### config.mk
export PLATFORM = sky130hd
export DESIGN_NAME = alu_ctrl_flat
export DESIGN_NICKNAME = d
export VERILOG_FILES = /design/src/rtl/alu_ctrl_if.sv /design/src/rtl/alu_ctrl.sv /design/src/flat_wrapper.sv
export SDC_FILE = /design/constraint.sdc
export NUM_CORES = 1
export LEC_CHECK = 0
export ABC_AREA = 1
export BUFFER_PORTS_ARGS = -buffer_cell sky130_fd_sc_hd__buf_2
export CORE_MARGIN = 2
export CORE_UTILIZATION = 30
export CTS_CLUSTER_SIZE = 8
export DETAILED_ROUTE_END_ITERATION = 10
export PLACE_DENSITY = 0.59
export SLEW_MARGIN = 20
export SYNTH_ARGS = -nofsm -noshare
export SYNTH_HDL_FRONTEND = slang
export SYNTH_SLANG_ARGS = --single-unit
### constraint.sdc
create_clock -name clk -period 3.5 [get_ports clk]
set_clock_uncertainty 0.1 [all_clocks]
set_input_delay 0.7 -clock clk [delete_from_list [all_inputs] [get_ports clk]]
set_output_delay 0.7 -clock clk [all_outputs]
set_load 0.05 [all_outputs]
### src/rtl/alu_ctrl_if.sv
// Bus bundle between the sequencer, program memory and the 8-bit ALU.
// The master side is the sequencer; the slave side is memory plus ALU.
interface alu_ctrl_if;
  logic [2:0] opcode;
  logic [7:0] accum;
  logic [7:0] data;
  logic [7:0] alu_out;
  logic       zero;
  logic [3:0] mem_addr;
  logic       mem_rd;
  logic [7:0] mem_rdata;
  logic       mem_wr;
  logic [7:0] mem_wdata;

  modport master (
    output opcode, accum, data, mem_addr, mem_rd, mem_wr, mem_wdata,
    input  alu_out, zero, mem_rdata
  );

  modport slave (
    input  opcode, accum, data, mem_addr, mem_rd, mem_wr, mem_wdata,
    output alu_out, zero, mem_rdata
  );
endinterface

### src/rtl/alu_ctrl.sv
// Multi-cycle instruction sequencer: fetches from a 16-word memory, drives the
// external registered ALU and executes LOAD/STORE/JMP/JZ/HALT control ops.
module alu_ctrl (
  input  logic              clk,
  input  logic              reset,
  input  logic              start,
  alu_ctrl_if.master        bus,
  output logic              busy,
  output logic              halted,
  output logic [3:0]        pc
);

  typedef enum logic [3:0] {
    S_IDLE, S_FETCH, S_DECODE, S_OPRD, S_OPWT, S_EXEC, S_WB, S_STORE, S_HALT
  } state_t;

  localparam logic [2:0] C_LOAD  = 3'b000;
  localparam logic [2:0] C_STORE = 3'b001;
  localparam logic [2:0] C_JMP   = 3'b010;
  localparam logic [2:0] C_JZ    = 3'b011;
  localparam logic [2:0] C_HALT  = 3'b100;

  state_t      state, state_nxt;
  logic [7:0]  ir;
  logic [7:0]  acc;
  logic [7:0]  data;
  logic [2:0]  opcode;
  logic        zflag;

  logic        dec_ctrl;
  logic [2:0]  dec_op;
  logic        jump_taken;

  // Decode works on the word arriving this cycle, before it lands in ir.
  assign dec_ctrl   = bus.mem_rdata[7];
  assign dec_op     = bus.mem_rdata[6:4];
  assign jump_taken = dec_ctrl && ((dec_op == C_JMP) || ((dec_op == C_JZ) && zflag));

  assign bus.opcode    = opcode;
  assign bus.accum     = acc;
  assign bus.data      = data;
  assign bus.mem_wdata = acc;

  always_ff @(posedge clk) begin
    if (reset) state <= S_IDLE;
    else       state <= state_nxt;
  end

  always_comb begin
    state_nxt = state;
    case (state)
      S_IDLE, S_HALT: if (start) state_nxt = S_FETCH;
      S_FETCH:        state_nxt = S_DECODE;
      S_DECODE: begin
        if (!dec_ctrl || dec_op == C_LOAD) state_nxt = S_OPRD;
        else if (dec_op == C_STORE)        state_nxt = S_STORE;
        else if (dec_op == C_HALT)         state_nxt = S_HALT;
        else                               state_nxt = S_FETCH;
      end
      S_OPRD:         state_nxt = S_OPWT;
      S_OPWT:         state_nxt = ir[7] ? S_FETCH : S_EXEC;
      S_EXEC:         state_nxt = S_WB;
      S_WB:           state_nxt = S_FETCH;
      S_STORE:        state_nxt = S_FETCH;
      default:        state_nxt = S_IDLE;
    endcase
  end

  // Strobes and address are pure functions of state so they never glitch across ops.
  always_comb begin
    busy         = 1'b1;
    halted       = 1'b0;
    bus.mem_rd   = 1'b0;
    bus.mem_wr   = 1'b0;
    bus.mem_addr = 4'd0;
    case (state)
      S_IDLE:  busy = 1'b0;
      S_HALT: begin
        busy   = 1'b0;
        halted = 1'b1;
      end
      S_FETCH: begin
        bus.mem_rd   = 1'b1;
        bus.mem_addr = pc;
      end
      S_OPRD: begin
        bus.mem_rd   = 1'b1;
        bus.mem_addr = ir[3:0];
      end
      S_STORE: begin
        bus.mem_wr   = 1'b1;
        bus.mem_addr = ir[3:0];
      end
      default: ;
    endcase
  end

  always_ff @(posedge clk) begin
    if (reset) begin
      pc     <= 4'd0;
      ir     <= 8'd0;
      acc    <= 8'd0;
      data   <= 8'd0;
      opcode <= 3'd0;
      zflag  <= 1'b0;
    end else begin
      case (state)
        S_IDLE, S_HALT: if (start) pc <= 4'd0;
        S_DECODE: begin
          ir     <= bus.mem_rdata;
          opcode <= bus.mem_rdata[6:4];
          pc     <= jump_taken ? bus.mem_rdata[3:0] : pc + 4'd1;
        end
        S_OPWT: begin
          if (ir[7]) begin
            acc   <= bus.mem_rdata;
            zflag <= (bus.mem_rdata == 8'd0);
          end else begin
            data  <= bus.mem_rdata;
          end
        end
        S_WB: begin
          acc   <= bus.alu_out;
          zflag <= bus.zero;
        end
        default: ;
      endcase
    end
  end

endmodule

### src/flat_wrapper.sv
// flat-port wrapper written by rule: the top's interface ports become plain ports
module alu_ctrl_flat 
  (clk, reset, start, busy, halted, pc, bus_opcode, bus_accum, bus_data, bus_mem_addr, bus_mem_rd, bus_mem_wr, bus_mem_wdata, bus_alu_out, bus_zero, bus_mem_rdata);
  alu_ctrl_if bus_i ();
  input  logic clk;
  input  logic reset;
  input  logic start;
  output logic busy;
  output logic halted;
  output logic [3:0] pc;
  output wire logic [$bits(bus_i.opcode)-1:0] bus_opcode;
  output wire logic [$bits(bus_i.accum)-1:0] bus_accum;
  output wire logic [$bits(bus_i.data)-1:0] bus_data;
  output wire logic [$bits(bus_i.mem_addr)-1:0] bus_mem_addr;
  output wire logic [$bits(bus_i.mem_rd)-1:0] bus_mem_rd;
  output wire logic [$bits(bus_i.mem_wr)-1:0] bus_mem_wr;
  output wire logic [$bits(bus_i.mem_wdata)-1:0] bus_mem_wdata;
  input wire logic [$bits(bus_i.alu_out)-1:0] bus_alu_out;
  input wire logic [$bits(bus_i.zero)-1:0] bus_zero;
  input wire logic [$bits(bus_i.mem_rdata)-1:0] bus_mem_rdata;
  assign bus_opcode = bus_i.opcode;
  assign bus_accum = bus_i.accum;
  assign bus_data = bus_i.data;
  assign bus_mem_addr = bus_i.mem_addr;
  assign bus_mem_rd = bus_i.mem_rd;
  assign bus_mem_wr = bus_i.mem_wr;
  assign bus_mem_wdata = bus_i.mem_wdata;
  assign bus_i.alu_out = bus_alu_out;
  assign bus_i.zero = bus_zero;
  assign bus_i.mem_rdata = bus_mem_rdata;
  alu_ctrl u_core (.clk(clk), .reset(reset), .start(start), .bus(bus_i), .busy(busy), .halted(halted), .pc(pc));
endmodule
== Word-level counts from Yosys, hierarchy flattened ==
Cells that the tools add are included.

* Register bits after elaboration: 36
* Bits in writable memories: 0
* Logic and storage cells: 58
* Memories kept: 0
* Memory bits (read-only): 0
* Input bits: 20
* Latch bits: 0
* Output and inout bits: 39

* Multipliers: 0
* Reduce and logical (&&, ||, !) cells: 17
* Equal/unequal tests: 14
* Order comparisons: 0
* Div/mod/pow operators: 0
* Bitwise operators: 1
* Shift operators: 0
* Mux-type cells: 18
* Add/subtract/negate cells: 1

{| class="wikitable"
|+ Operators with widths
! cell !! count
|-
| case mux 4 bit (7 select lines) || 1
|-
| 2-to-1 mux 4 bit || 6
|-
| == test 4 x 3 -> 1 bit, second input constant || 4
|-
| case mux 4 bit (2 select lines) || 2
|-
| case mux 8 bit (2 select lines) || 1
|-
| == test 4 x 2 -> 1 bit, second input constant || 2
|-
| zero test 8 bit || 1
|-
| 2-to-1 mux 8 bit || 1
|-
| OR reduction 2 bit || 4
|-
| == test 3 x 2 -> 1 bit, second input constant || 2
|-
| AND reduction 2 bit || 3
|-
| 2-to-1 mux 1 bit || 5
|-
| adder 4 x 1 -> 4 bit, second input constant || 1
|-
| == test 4 x 1 -> 1 bit, second input constant || 1
|-
| == test 4 bit, second input constant || 1
|-
| zero test 4 bit || 1
|-
| inequality test 2 x 1 -> 1 bit, second input constant || 2
|-
| nonzero test 2 bit || 2
|-
| == test 3 x 1 -> 1 bit, second input constant || 1
|-
| == test 3 bit, second input constant || 1
|-
| zero test 3 bit || 1
|-
| 2-to-1 mux 3 bit || 1
|-
| logical AND 1 bit || 2
|-
| logical OR 1 bit || 2
|-
| 3 further kinds || 3
|}

== Depth between registers and ports, before layout ==
Gate-level depths: netlist of the first run.

* Word-level depth: 6
* Gate-level depth with buffers: 8
* Depth with buffers taken out: 8

== Least setup slack after synthesis of the first run ==
OpenSTA, ideal clock, no wires.

* Path kind: reg-to-output
* Start point: register u_core.state[3]
* End point: output port bus_mem_addr[0]
* Cell stages (with the launch flop): 4
* Required time: 2.700 ns
* Slack: 0.992 ns
* Buffers on the path: 0
* Arrival: 1.708 ns
* Cells stage by stage: dfxtp_1 > inv_2 > nand3_1 > o21ai_0

* Cells in the longest elaborated chain, start to end: 3
* Elaborated cells between the ends (all ways): 5
* Those cells by class: 3 x eq/ne; 1 x mux; 1 x reduce/logical

{| class="wikitable"
|+ Ends and longest elaborated chain
! item !! RTL line !! source
|-
| start, declared || alu_ctrl.sv:23 || <nowiki>state_t state, state_nxt;</nowiki>
|-
| start signal, assigned || alu_ctrl.sv:46 || <nowiki>else state <= state_nxt;</nowiki>
|-
| == test 4 x 2 -> 1 bit or == test 4 x 3 -> 1 bit (tied branches) || alu_ctrl.sv:76 || <nowiki>case (state)</nowiki>
|-
| OR reduction 2 bit (no line) || -- ||
|-
| case mux 4 bit (2 select lines) * || alu_ctrl.sv:76 ||
|-
| end, declared || flat_wrapper.sv:14 || <nowiki>output wire logic [$bits(bus_i.mem_addr)-1:0] bus_mem_addr;</nowiki>
|}

Every way passes the cells marked *; elsewhere a longest branch is shown, timed or not.

== Worst setup path after layout of the first run ==
* Start point: register u_core.state[0]
* End point: output port bus_mem_addr[1]

Same word-level chain as after synthesis.

==> impl_metrics.sql, run 1 <==
INSERT INTO impl_metrics (metric_group, metric, value, unit) VALUES
('clock_tree', 'cts-buffers-inserted', '5', ''),
('power_and_ir_drop', 'ir_worst_vdd', '0.279', 'mV'),
('grt', 'grt_usage', '15.2', '%'),
('synthesis', 'mappedNetlistNets', '269', ''),
('floorplan', 'floorplan.rows', '27', ''),
('clock_tree', 'clk_transition_reported_paths', '0.07', 'ns'),
('place', 'pre_cts_ws', '1.40', 'ns'),
('layout', 'syn_to_final_growth', '21.4', '%'),
('route', 'remaining_drc_errors', '0', ''),
('synthesis', 'yosys_register_bits', '33', ''),
('grt', 'grt_antenna_before_repair', '0', ''),
('clock_tree', 'cts_tree', 'done', ''),
('route', 'route.final.wire_length', '4570', 'µm'),
('power_and_ir_drop', 'leakage', '0.991', 'nW'),
('clock_tree', 'worstSkewPairLatency', '0.28', 'ns'),
('clock_tree', 'clockRootBuffer', 'clkbuf_8', ''),
('timing', 'rsz_0062_raised_after_global_routing', 'false', ''),
('floorplan', 'floorplan.die.width', '80.2', 'µm'),
('hold_path', 'hold_path_depth', '2', ''),
('synthesis', 'yosys.area.top_type', 'dfxtp_1', ''),
('clock_tree', 'cts.htree.levels', '2', ''),
('route', 'dr_vias', '1740', ''),
('worst_setup_path', 'category_of_the_worst_setup_path_launch_point', 'flop', ''),
('synthesis', 'syn_avg_cell_area', '7.03', 'µm²'),
('grt', 'first_global_vias', '1577', ''),
('synthesis', 'yosys.cell_types.count', '26', ''),
('synthesis', 'sequential_fraction_of_the_synthesis_area', '37.9', '%'),
('synthesis', 'syn_area', '0.00174', 'mm²'),
('worst_setup_path', 'critical_path.endpoint_type', 'primary output', ''),
('layout', 'finalNetCount', '317', ''),
('floorplan', 'core_ar', '0.00557', 'mm²'),
('clock_tree', 'cts.sink_count', '33', ''),
('timing', 'setup-violations-final', '0', ''),
('timing', 'clock.fmax', '0.415', 'GHz'),
('run_status', 'outcome', 'complete, no violations', ''),
('synthesis', 'synthArstFlopShare', '0', '%'),
('synthesis', 'synth_area_leaders', 'dfxtp_1, nand2_1, a21oi_1', ''),
('clock_tree', 'post_cts_resize_count', '0', ''),
('worst_setup_path', 'worstPathRequired', '2.70', 'ns'),
('place', 'routabilityCongestion', '0.817', ''),
('layout', 'final_layout_size_suffix_gt1_share', '29.0', '%'),
('synthesis', 'yosys_most_used_dff', 'dfxtp_1', ''),
('worst_setup_path', 'cp.arrival', '1.61', 'ns'),
('floorplan', 'top_level_ports', '59', ''),
('flow_run', 'maxCapViolations', '0', ''),
('floorplan', 'initial_core_utilization', '31.3', '%'),
('grt', 'wire_length_of_the_first_global_routing_pass', '7470', 'µm'),
('timing', 'timing_worst_slew_pin_value', '0.542', 'ns'),
('clock_tree', 'post_cts_hold_buffer_count', '0', ''),
('route', 'drt-vias-per-instance', '4.72', ''),
('place', 'hpwlAfterDp', '3430', 'µm'),
('hold_path', 'worstHoldPathType', 'reg -> reg', ''),
('synthesis', 'synthesis.instances', '248', ''),
('timing', 'period_needed', '2.41', 'ns'),
('synthesis', 'ys_top_cells_by_count', 'nand2_1, dfxtp_1, a21oi_1, nand3_1, nor2_1', ''),
('synthesis', 'synth_top_area_share', '37.9', '%'),
('floorplan', 'dieArea', '0.00644', 'mm²'),
('route', 'dr.first_iter.drc_count', '93', ''),
('clock_tree', 'post_cts.repair.setup_buffers', '0', ''),
('worst_setup_path', 'critPathMaxFanout', '7', ''),
('grt', 'gr-total-overflow', '0', ''),
('synthesis', 'synth_edf_count', '0', ''),
('worst_setup_path', 'critPathKind', 'reg -> out', ''),
('power_and_ir_drop', 'power.density', '503', 'mW/mm²'),
('place', 'placement.io_buffers', '58', ''),
('floorplan', 'die-height', '80.2', 'µm'),
('grt', 'grt_max_degree', '26', ''),
('worst_setup_path', 'worst_r2r_path_depth', '4', ''),
('route', 'route.antenna.remaining_nets', '0', ''),
('synthesis', 'yosys.cell_count.top_type', 'nand2_1', ''),
('timing', 'final.setup.worst_slack', '1.09', 'ns'),
('layout', 'insertedDiodeCount', '0', ''),
('timing', 'timing.final.hold_violations', '0', ''),
('timing', 'max_slew_headroom', '63.7', '%'),
('clock_tree', 'clock_tree.buffer_depth', '2', ''),
('synthesis', 'ys.warnings.count', '0', ''),
('timing', 'fin_tns_setup', '0', 'ns'),
('timing', 'min_period_over_period', '68.9', '%'),
('layout', 'finalCoreUtilization', '38.0', '%'),
('timing', 'timing_max_transition_violations_final', '0', ''),
('route', 'routedWlPerCell', '12.4', 'µm'),
('route', 'drt_pre_antenna_iters', '4', '');
==> layer usage <==
metal  GRT usage [%]  part of all wire, %  up-vias
met5               0                    0        -
met3            4.27                  5.3        5
met2            24.8                   49       38
met1            19.4                   44      796
li1                -                    -      901
met4            4.58                  1.2        0
==> worst max-delay path, cell delays in order, from the launching register on <==
cell	delay, ns
dfxtp_1	0.43
inv_2	0.08
nor2_1	0.32
nand3_1	0.12
o21ai_0	0.10
buf_2	0.29
==> layout make-up <==
type	instances	area, µm²
Fill cell	624	3460
Clock buffer	7	86.3
Clock inverter	1	30.0
Tap cell	72	90.1
Multi-Input combinational cell	174	863
Sequential cell	33	661
Timing Repair Buffer	58	290
Inverter	24	95.1
==> layout by cell type, fill, tap and decap left out, types with 3 or more instances in the layout <==
master and instances:
a21oi_1 27, a21oi_2 3, buf_2 58, clkbuf_8 6
dfxtp_1 33, inv_1 15, inv_2 6, nand2_1 66
nand2_4 3, nand3_1 27, nand4_1 6, nor2_1 16
nor2_4 4, nor3_1 3, o21ai_0 11
==> path summary, 6_finish.rpt <==
kind,start,slack [ns],end
max,u_core.state[0],1.09,bus_mem_addr[1]
min,u_core.ir[1],0.35,u_core.ir[1]
max reg2reg,u_core.state[1],1.84,u_core.bus.accum[5]
min reg2reg,u_core.ir[1],0.35,u_core.ir[1]
==> power breakdown <==
| part | total, mW | switching (mW) | internal, mW |
|---|---|---|---|
| logic | 0.267 | 0.202 | 0.0645 |
| registers | 0.426 | 0.0226 | 0.403 |
| clock network | 0.371 | 0.139 | 0.232 |
==> sequential cells by signal, indices dropped and copies added, names as in the netlist <==
name,cells
u_core.zflag,1
u_core.state,4
u_core.bus.data,8
u_core.bus.opcode,2
u_core.ir,6
u_core.bus.accum,8
u_core.pc,4
==> stage by stage <==
step / hold slack [ns] / power, mW / cells / instance area, µm²
detailed placement: 0.344 / 0.704 / 361 / 2000
CTS: 0.354 / 1.08 / 369 / 2120
global route: 0.390 / 1.12 / 369 / 2120
global placement: 0.344 / 0.702 / 361 / 2000
finish: 0.351 / 1.06 / 369 / 2120
floorplan: 0.325 / 0.648 / 248 / 1740
==> cell families after synthesis <==
group / after synthesis / share of synthesized area (%)
AOI/OAI and AO/OA: 45 / 14.6
xor gates and xnor gates: 1 / 0.503
adders and majority gates: 1 / 0.718
buffers and inverters: 41 / 12.6
DFF: 33 / 37.9
and+or+nand+nor: 127 / 33.7
(Power assumes the default switching activity.)
==> run 2, diff against run 1 <==
- ABC_AREA: 1 -> 0
- PLACE_DENSITY: 0.59 -> 0.61
- clock period: 3.5 -> 2.15 ns (I/O delays scaled with it)
==> run 2 against run 1 <==
Net effect: count of clock-buffer cells in the layout unchanged; register-to-register slack got worse by 1.4 ns; first-iteration DRC count decreased by 1.1%; total power increased by 37%; sequential share of layout area decreased by 1.0 points; worst setup slack got worse by 0.98 ns; die area increased by 2.0%; global-route usage decreased by 0.19 points; cell area increased by 4.0%; critical path type unchanged.
==> impl_metrics.sql, run 2 <==
INSERT INTO impl_metrics (metric_group, metric, value, unit) VALUES
('synthesis', 'ys_top_cells_by_count', 'dfxtp_1, nor2_1, nand2_1, a21oi_1', ''),
('route', 'dr.first_iter.drc_count', '92', ''),
('clock_tree', 'clk_transition_reported_paths', '0.07', 'ns'),
('clock_tree', 'post_cts_resize_count', '0', ''),
('synthesis', 'main_combinational_cell_family_by_area_after_synthesis', 'simple AND/OR/NAND/NOR gates', ''),
('synthesis', 'synth_xor_area_share', '0', '%'),
('floorplan', 'die-height', '81.0', 'µm'),
('place', 'post-place-cells', '344', ''),
('power_and_ir_drop', 'ir_worst_vdd', '0.345', 'mV'),
('synthesis', 'syn_avg_cell_area', '7.74', 'µm²'),
('grt', 'grt_usage', '15.0', '%'),
('synthesis', 'synth_edf_count', '0', ''),
('floorplan', 'floorplan.rows', '28', ''),
('timing', 'clock.fmax', '0.490', 'GHz'),
('synthesis', 'sequential_fraction_of_the_synthesis_area', '37.1', '%'),
('clock_tree', 'cts-buffers-inserted', '5', ''),
('timing', 'rsz_0062_raised_after_global_routing', 'false', ''),
('grt', 'wire_length_of_the_first_global_routing_pass', '7650', 'µm'),
('synthesis', 'synth-simple-area-share', '25.5', '%'),
('clock_tree', 'post_cts.repair.setup_buffers', '0', ''),
('route', 'remaining_drc_errors', '0', ''),
('floorplan', 'initial_core_utilization', '30.6', '%'),
('floorplan', 'floorplan.die.width', '81.0', 'µm'),
('place', 'hpwlAfterDp', '3540', 'µm'),
('synthesis', 'yosys_register_bits', '33', ''),
('synthesis', 'syn_area', '0.00178', 'mm²'),
('worst_setup_path', 'critPathMaxFanout', '17', ''),
('layout', 'syn_to_final_growth', '23.6', '%'),
('layout', 'mostFrequentLayoutCells', 'buf_2, nor2_1, nand2_1, dfxtp_1, a21oi_1', ''),
('clock_tree', 'cts.htree.levels', '2', ''),
('timing', 'period_needed', '2.04', 'ns'),
('timing', 'setup-violations-final', '0', ''),
('clock_tree', 'cts.sink_count', '33', ''),
('timing', 'timing.final.hold_violations', '0', ''),
('clock_tree', 'clockRootBuffer', 'clkbuf_8', ''),
('grt', 'grt_max_degree', '21', ''),
('grt', 'first_global_vias', '1587', ''),
('synthesis', 'yosys_most_used_dff', 'dfxtp_1', ''),
('floorplan', 'dieArea', '0.00656', 'mm²'),
('synthesis', 'mappedNetlistNets', '251', ''),
('timing', 'timing_max_transition_violations_final', '0', ''),
('floorplan', 'core_ar', '0.00582', 'mm²'),
('synthesis', 'synth_mux_area_share', '3.09', '%'),
('worst_setup_path', 'cp.arrival', '1.51', 'ns'),
('synthesis', 'complex_gate_fraction_of_the_synthesized_area', '22.5', '%'),
('worst_setup_path', 'worstPathRequired', '1.62', 'ns'),
('layout', 'insertedDiodeCount', '0', ''),
('clock_tree', 'cts_tree', 'done', ''),
('flow_run', 'maxCapViolations', '0', ''),
('synthesis', 'synthesis.instances', '230', ''),
('clock_tree', 'clock_tree.buffer_depth', '2', ''),
('layout', 'stdcell_area', '0.00220', 'mm²'),
('layout', 'mostFrequentLayoutCell', 'buf_2', ''),
('synthesis', 'synthArstFlopShare', '0', '%'),
('route', 'drt-vias-per-instance', '5.06', ''),
('layout', 'finalNetCount', '297', ''),
('power_and_ir_drop', 'leakage', '0.909', 'nW'),
('synthesis', 'yosys.area.top_type', 'dfxtp_1', ''),
('route', 'route.final.wire_length', '4740', 'µm'),
('layout', 'final_layout_size_suffix_gt1_share', '30.3', '%'),
('grt', 'grt_antenna_before_repair', '0', ''),
('place', 'dpl_cell_area', '0.00208', 'mm²'),
('timing', 'fin_tns_setup', '0', 'ns'),
('route', 'routedWlPerCell', '13.5', 'µm'),
('synthesis', 'synth-adder-area-share', '0.703', '%'),
('route', 'dr_vias', '1780', ''),
('floorplan', 'top_level_ports', '59', ''),
('timing', 'timing_worst_slew_pin_value', '0.510', 'ns'),
('clock_tree', 'worstSkewPairLatency', '0.28', 'ns'),
('grt', 'gr-total-overflow', '0', ''),
('power_and_ir_drop', 'totalPowerFinal', '1.46', 'mW'),
('synthesis', 'ys.warnings.count', '0', ''),
('run_status', 'outcome', 'complete, no violations', ''),
('synthesis', 'yosys.cell_types.count', '41', ''),
('synthesis', 'synth_top_area_share', '37.1', '%'),
('place', 'placement.io_buffers', '58', ''),
('place', 'routabilityCongestion', '0.804', ''),
('timing', 'min_period_over_period', '95.0', '%'),
('clock_tree', 'post_cts_hold_buffer_count', '0', ''),
('worst_setup_path', 'critPathKind', 'reg -> out', ''),
('layout', 'layout.cells.non_filler', '352', ''),
('worst_setup_path', 'critical_path.endpoint_type', 'primary output', ''),
('synthesis', 'synth_area_leaders', 'dfxtp_1, nor2_1, nand2_1', ''),
('worst_setup_path', 'category_of_the_worst_setup_path_launch_point', 'flop', ''),
('hold_path', 'worstHoldPathType', 'in -> reg', ''),
('timing', 'max_slew_headroom', '65.9', '%'),
('power_and_ir_drop', 'power.density', '662', 'mW/mm²'),
('route', 'drt_pre_antenna_iters', '4', ''),
('route', 'route.antenna.remaining_nets', '0', '');
## run 2: cell families (layout without fill, tap and decap cells)
| logic type | after synthesis | in the layout |
|---|---|---|
| simple gates | 95 | 95 |
| fa+ha+maj | 1 | 1 |
| buf+inv | 39 | 86 |
| mux | 5 | 5 |
| flops | 33 | 33 |
| compound gates | 57 | 57 |
## run 2: metal layers
layer / share of wire, % / wire (µm) / vias up / global-route usage, %
li1: - / - / 887 / -
met1: 46 / 2180 / 827 / 20.6
met2: 46 / 2200 / 61 / 23.7
met3: 6.8 / 323 / 5 / 3.56
met4: 0.65 / 31 / 0 / 3.56
met5: 0 / 0 / - / 0
## run 2: path summary, 6_finish.rpt
check        cells after the start  slack (ns)                 end          startpoint
max                              3        0.11              halted     u_core.state[1]
min                              3        0.33        u_core.ir[0]    bus_mem_rdata[0]
max reg2reg                      5        0.41  u_core.bus.data[3]     u_core.state[1]
min reg2reg                      2        0.36  u_core.bus.data[5]  u_core.bus.data[5]
## run 2: report_power, final
part,leakage (nW),internal [mW],total [mW],switching (mW)
Sequential,0.268,0.624,0.642,0.0181
Combinational,0.582,0.0638,0.201,0.137
Clock,0.0585,0.378,0.612,0.234
## run 2: final cells by class
type                       count  area (µm²)
timing repair buffer          66         350
clock buffer                   7        86.3
fill                         657        3620
tap                           75        93.8
sequential                    33         664
multi-input combinational    158         930
inverter                      12        45.0
clock inverter                 1        30.0
## run 2: worst max-delay path, cell delays in order (launching register included)
cell and delay, ns:
dfxtp_2 0.40, or3_1 0.46, nor2_2 0.10, buf_2 0.26
## run 2: stage by stage
step	util (%)	setup WS, ns	hold WS, ns
3_3_place_gp	35.8	0.283	0.344
3_5_place_dp	35.8	0.264	0.347
2_1_floorplan	-	0.0233	0.337
6_report	37.8	0.108	0.334
5_1_grt	37.8	0.0467	0.341
4_1_cts	37.8	0.00542	0.331
==> run 3, diff against run 2 <==
--- a/config.mk
+++ b/config.mk
@@ -8,3 +8,2 @@
 export ABC_AREA = 0
-export BUFFER_PORTS_ARGS = -buffer_cell sky130_fd_sc_hd__buf_2
 export CORE_MARGIN = 2
@@ -13,3 +12,4 @@
 export DETAILED_ROUTE_END_ITERATION = 10
-export PLACE_DENSITY = 0.61
+export DONT_BUFFER_PORTS = 1
+export PLACE_DENSITY = 0.52
 export SLEW_MARGIN = 20
==> constraint.sdc (replaced) <==
create_clock -name clk -period 2.15 [get_ports clk]
set_clock_uncertainty 0.1 [all_clocks]
set_input_delay 0.1075 -clock clk [delete_from_list [all_inputs] [get_ports clk]]
set_output_delay 0.1075 -clock clk [all_outputs]
set_load 0.05 [all_outputs]
==> run 3 against run 2 <==
Net effect: maximum frequency up 3.6%; sequential share of layout area down 0.062 points; combinational power down 4%; utilization down 0.065 points; routed wire length up 8.0%; non-clock buffer count down 26.
==> impl_metrics.sql, run 3 (synthesis results as in run 2) <==
INSERT INTO impl_metrics (metric_group, metric, value, unit) VALUES
('worst_setup_path', 'cp.arrival', '2.04', 'ns'),
('route', 'remaining_drc_errors', '0', ''),
('power_and_ir_drop', 'power.density', '664', 'mW/mm²'),
('timing', 'period_needed', '1.97', 'ns'),
('timing', 'fin_tns_setup', '0', 'ns'),
('place', 'hpwlAfterDp', '3390', 'µm'),
('timing', 'timing_worst_slew_pin_value', '0.620', 'ns'),
('floorplan', 'core_ar', '0.00582', 'mm²'),
('layout', 'finalCoreUtilization', '37.8', '%'),
('clock_tree', 'cts.sink_count', '33', ''),
('layout', 'regArea', '662', 'µm²'),
('timing', 'max_slew_headroom', '58.7', '%'),
('layout', 'syn_to_final_growth', '23.4', '%'),
('worst_setup_path', 'critical_path.reg2reg.startpoint', 'u_core.state[1]', ''),
('hold_path', 'holdPathEnd', 'u_core.state[1]', ''),
('worst_setup_path', 'critPathKind', 'reg -> reg', ''),
('hold_path', 'hold_path_depth', '2', ''),
('clock_tree', 'clock_tree.buffer_depth', '2', ''),
('layout', 'insertedDiodeCount', '0', ''),
('floorplan', 'initial_core_utilization', '30.6', '%'),
('power_and_ir_drop', 'ir_worst_vdd', '0.333', 'mV'),
('floorplan', 'floorplan.die.width', '81.0', 'µm'),
('power_and_ir_drop', 'switching_share', '26.2', '%'),
('power_and_ir_drop', 'leakage', '0.785', 'nW'),
('worst_setup_path', 'slowest_delay', '0.55', 'ns'),
('worst_setup_path', 'critical_path.endpoint_type', 'flop', ''),
('power_and_ir_drop', 'power.clock.fraction', '41.9', '%'),
('timing', 'clock.fmax', '0.508', 'GHz'),
('grt', 'grt_max_degree', '36', ''),
('route', 'drt_pre_antenna_iters', '5', ''),
('hold_path', 'worstHoldPathType', 'in -> reg', ''),
('place', 'routabilityCongestion', '0.745', ''),
('place', 'placement.io_buffers', '0', ''),
('clock_tree', 'cts_tree', 'done', ''),
('layout', 'final_layout_size_suffix_gt1_share', '17.1', '%'),
('layout', 'multiInputGateArea', '933', 'µm²'),
('timing', 'timing_max_transition_violations_final', '0', ''),
('floorplan', 'die-height', '81.0', 'µm'),
('route', 'route.antenna.remaining_nets', '0', ''),
('clock_tree', 'cts-buffers-inserted', '5', ''),
('clock_tree', 'post_cts.repair.setup_buffers', '0', ''),
('timing', 'rsz_0062_raised_after_global_routing', 'false', ''),
('floorplan', 'floorplan.rows', '28', ''),
('grt', 'grt_antenna_before_repair', '0', ''),
('layout', 'mostFrequentLayoutCells', 'nor2_1, dfxtp_1, nand2_1, buf_4, a21oi_1', ''),
('worst_setup_path', 'timing.rr.end', 'u_core.ir[3]', ''),
('layout', 'finalNetCount', '271', ''),
('clock_tree', 'worstSkewPairLatency', '0.28', 'ns'),
('flow_run', 'maxCapViolations', '0', ''),
('worst_setup_path', 'category_of_the_worst_setup_path_launch_point', 'flop', ''),
('route', 'routedWlPerCell', '15.7', 'µm'),
('grt', 'gr-total-overflow', '0', ''),
('worst_setup_path', 'critical_path.cell_chain', 'nor2b_1 -> nand2_1 -> nand2_1 -> a21oi_1 -> dlygate4sd3_1', ''),
('clock_tree', 'clk_transition_reported_paths', '0.07', 'ns'),
('power_and_ir_drop', 'combPwrFrac', '13.2', '%'),
('timing', 'timing.final.hold_violations', '0', ''),
('floorplan', 'dieArea', '0.00656', 'mm²'),
('worst_setup_path', 'critical_path.most_common_cell', 'nand2_1', ''),
('worst_setup_path', 'worstPathRequired', '2.22', 'ns'),
('layout', 'num-fill-cells', '652', ''),
('run_status', 'outcome', 'complete, no violations', ''),
('worst_setup_path', 'critPathMaxFanout', '14', ''),
('timing', 'min_period_over_period', '91.6', '%'),
('grt', 'first_global_vias', '1614', ''),
('power_and_ir_drop', 'internal-power', '1.07', 'mW'),
('route', 'dr.first_iter.drc_count', '89', ''),
('timing', 'setup-violations-final', '0', ''),
('worst_setup_path', 'ff2ff_setup_slack', '0.18', 'ns'),
('worst_setup_path', 'worst_r2r_path_depth', '5', ''),
('route', 'route.final.wire_length', '5120', 'µm'),
('grt', 'wire_length_of_the_first_global_routing_pass', '8010', 'µm'),
('clock_tree', 'cts.htree.levels', '2', ''),
('layout', 'mostFrequentLayoutCell', 'nor2_1', ''),
('clock_tree', 'clockRootBuffer', 'clkbuf_8', ''),
('hold_path', 'hold_path_startpoint', 'start', ''),
('route', 'dr_vias', '1680', ''),
('floorplan', 'top_level_ports', '59', ''),
('power_and_ir_drop', 'proportion_of_power_drawn_by_flip_flops_and_latches', '44.8', '%'),
('route', 'drt-vias-per-instance', '5.15', ''),
('worst_setup_path', 'crit_path_top_delay_cell', 'dlygate4sd3_1', ''),
('grt', 'grt_usage', '16.1', '%'),
('power_and_ir_drop', 'net-switching-power', '382', 'µW');
==> run 3: worst max-delay path by stage <==
| stage | startpoint | end | slack (ns) |
|---|---|---|---|
| after floorplan | u_core.state[1] | halted | 0.16 |
| after global placement | u_core.state[1] | u_core.pc[3] | 0.39 |
| after detailed placement | u_core.state[1] | u_core.pc[3] | 0.34 |
| after CTS | u_core.state[1] | u_core.ir[0] | 0.02 |
| after global routing | u_core.state[1] | u_core.ir[3] | 0.03 |
| final | u_core.state[1] | u_core.ir[3] | 0.18 |
==> run 3: power groups by stage <==
| stage | combinational [mW] | sequential [mW] | clock, mW |
|---|---|---|---|
| 2_1_floorplan | 0.137 | 0.652 | 0 |
| 3_3_place_gp | 0.151 | 0.666 | 0 |
| 3_5_place_dp | 0.154 | 0.666 | 0 |
| 4_1_cts | 0.192 | 0.652 | 0.625 |
| 5_1_grt | 0.211 | 0.655 | 0.658 |
| 6_report | 0.193 | 0.653 | 0.611 |
==> run 3: routing by layer <==
metal,track usage [%],vias to the layer above,wire (µm)
li1,-,836,-
met1,20.5,770,2340
met2,25.1,70,2300
met3,5.78,4,440
met4,5.76,0,34
met5,0,-,0
==> run 3: repair_timing <==
item | 4_1_cts | 5_1_grt
hold endpoints to repair | 31 | 0
hold buffers | 14 | 0
setup endpoints to repair | 0 | 2
resized for setup | 0 | 2
==> run 3: worst max-delay path: cells and delay by family (launching register included) <==
| family | cells | cell delay [ns] |
|---|---|---|
| and+or+nand+nor | 3 | 0.66 |
| DFF | 1 | 0.47 |
| buffers and inverters | 1 | 0.55 |
| AOI/OAI and AO/OA | 1 | 0.07 |
==> run 3: per-stage QoR <==
stage	hold WS (ns)	cell area (µm²)	total power, mW	std cells	setup slack [ns]
6_report	0.00748	2200	1.46	326	0.180
5_1_grt	0.00741	2200	1.52	326	0.0343
3_5_place_dp	0.0818	1920	0.820	304	0.345
4_1_cts	0.00107	2190	1.47	326	0.0182
2_1_floorplan	0.143	1780	0.790	230	0.156
3_3_place_gp	0.0806	1920	0.817	304	0.387
==> run 3: layout make-up <==
class | instances | share of cell area, %
timing repair buffer | 40 | 15.7
sequential | 33 | 30.1
clock inverter | 1 | 1.37
multi-input combinational | 158 | 42.5
clock buffer | 7 | 3.93
tap | 75 | 4.27
inverter | 12 | 2.05
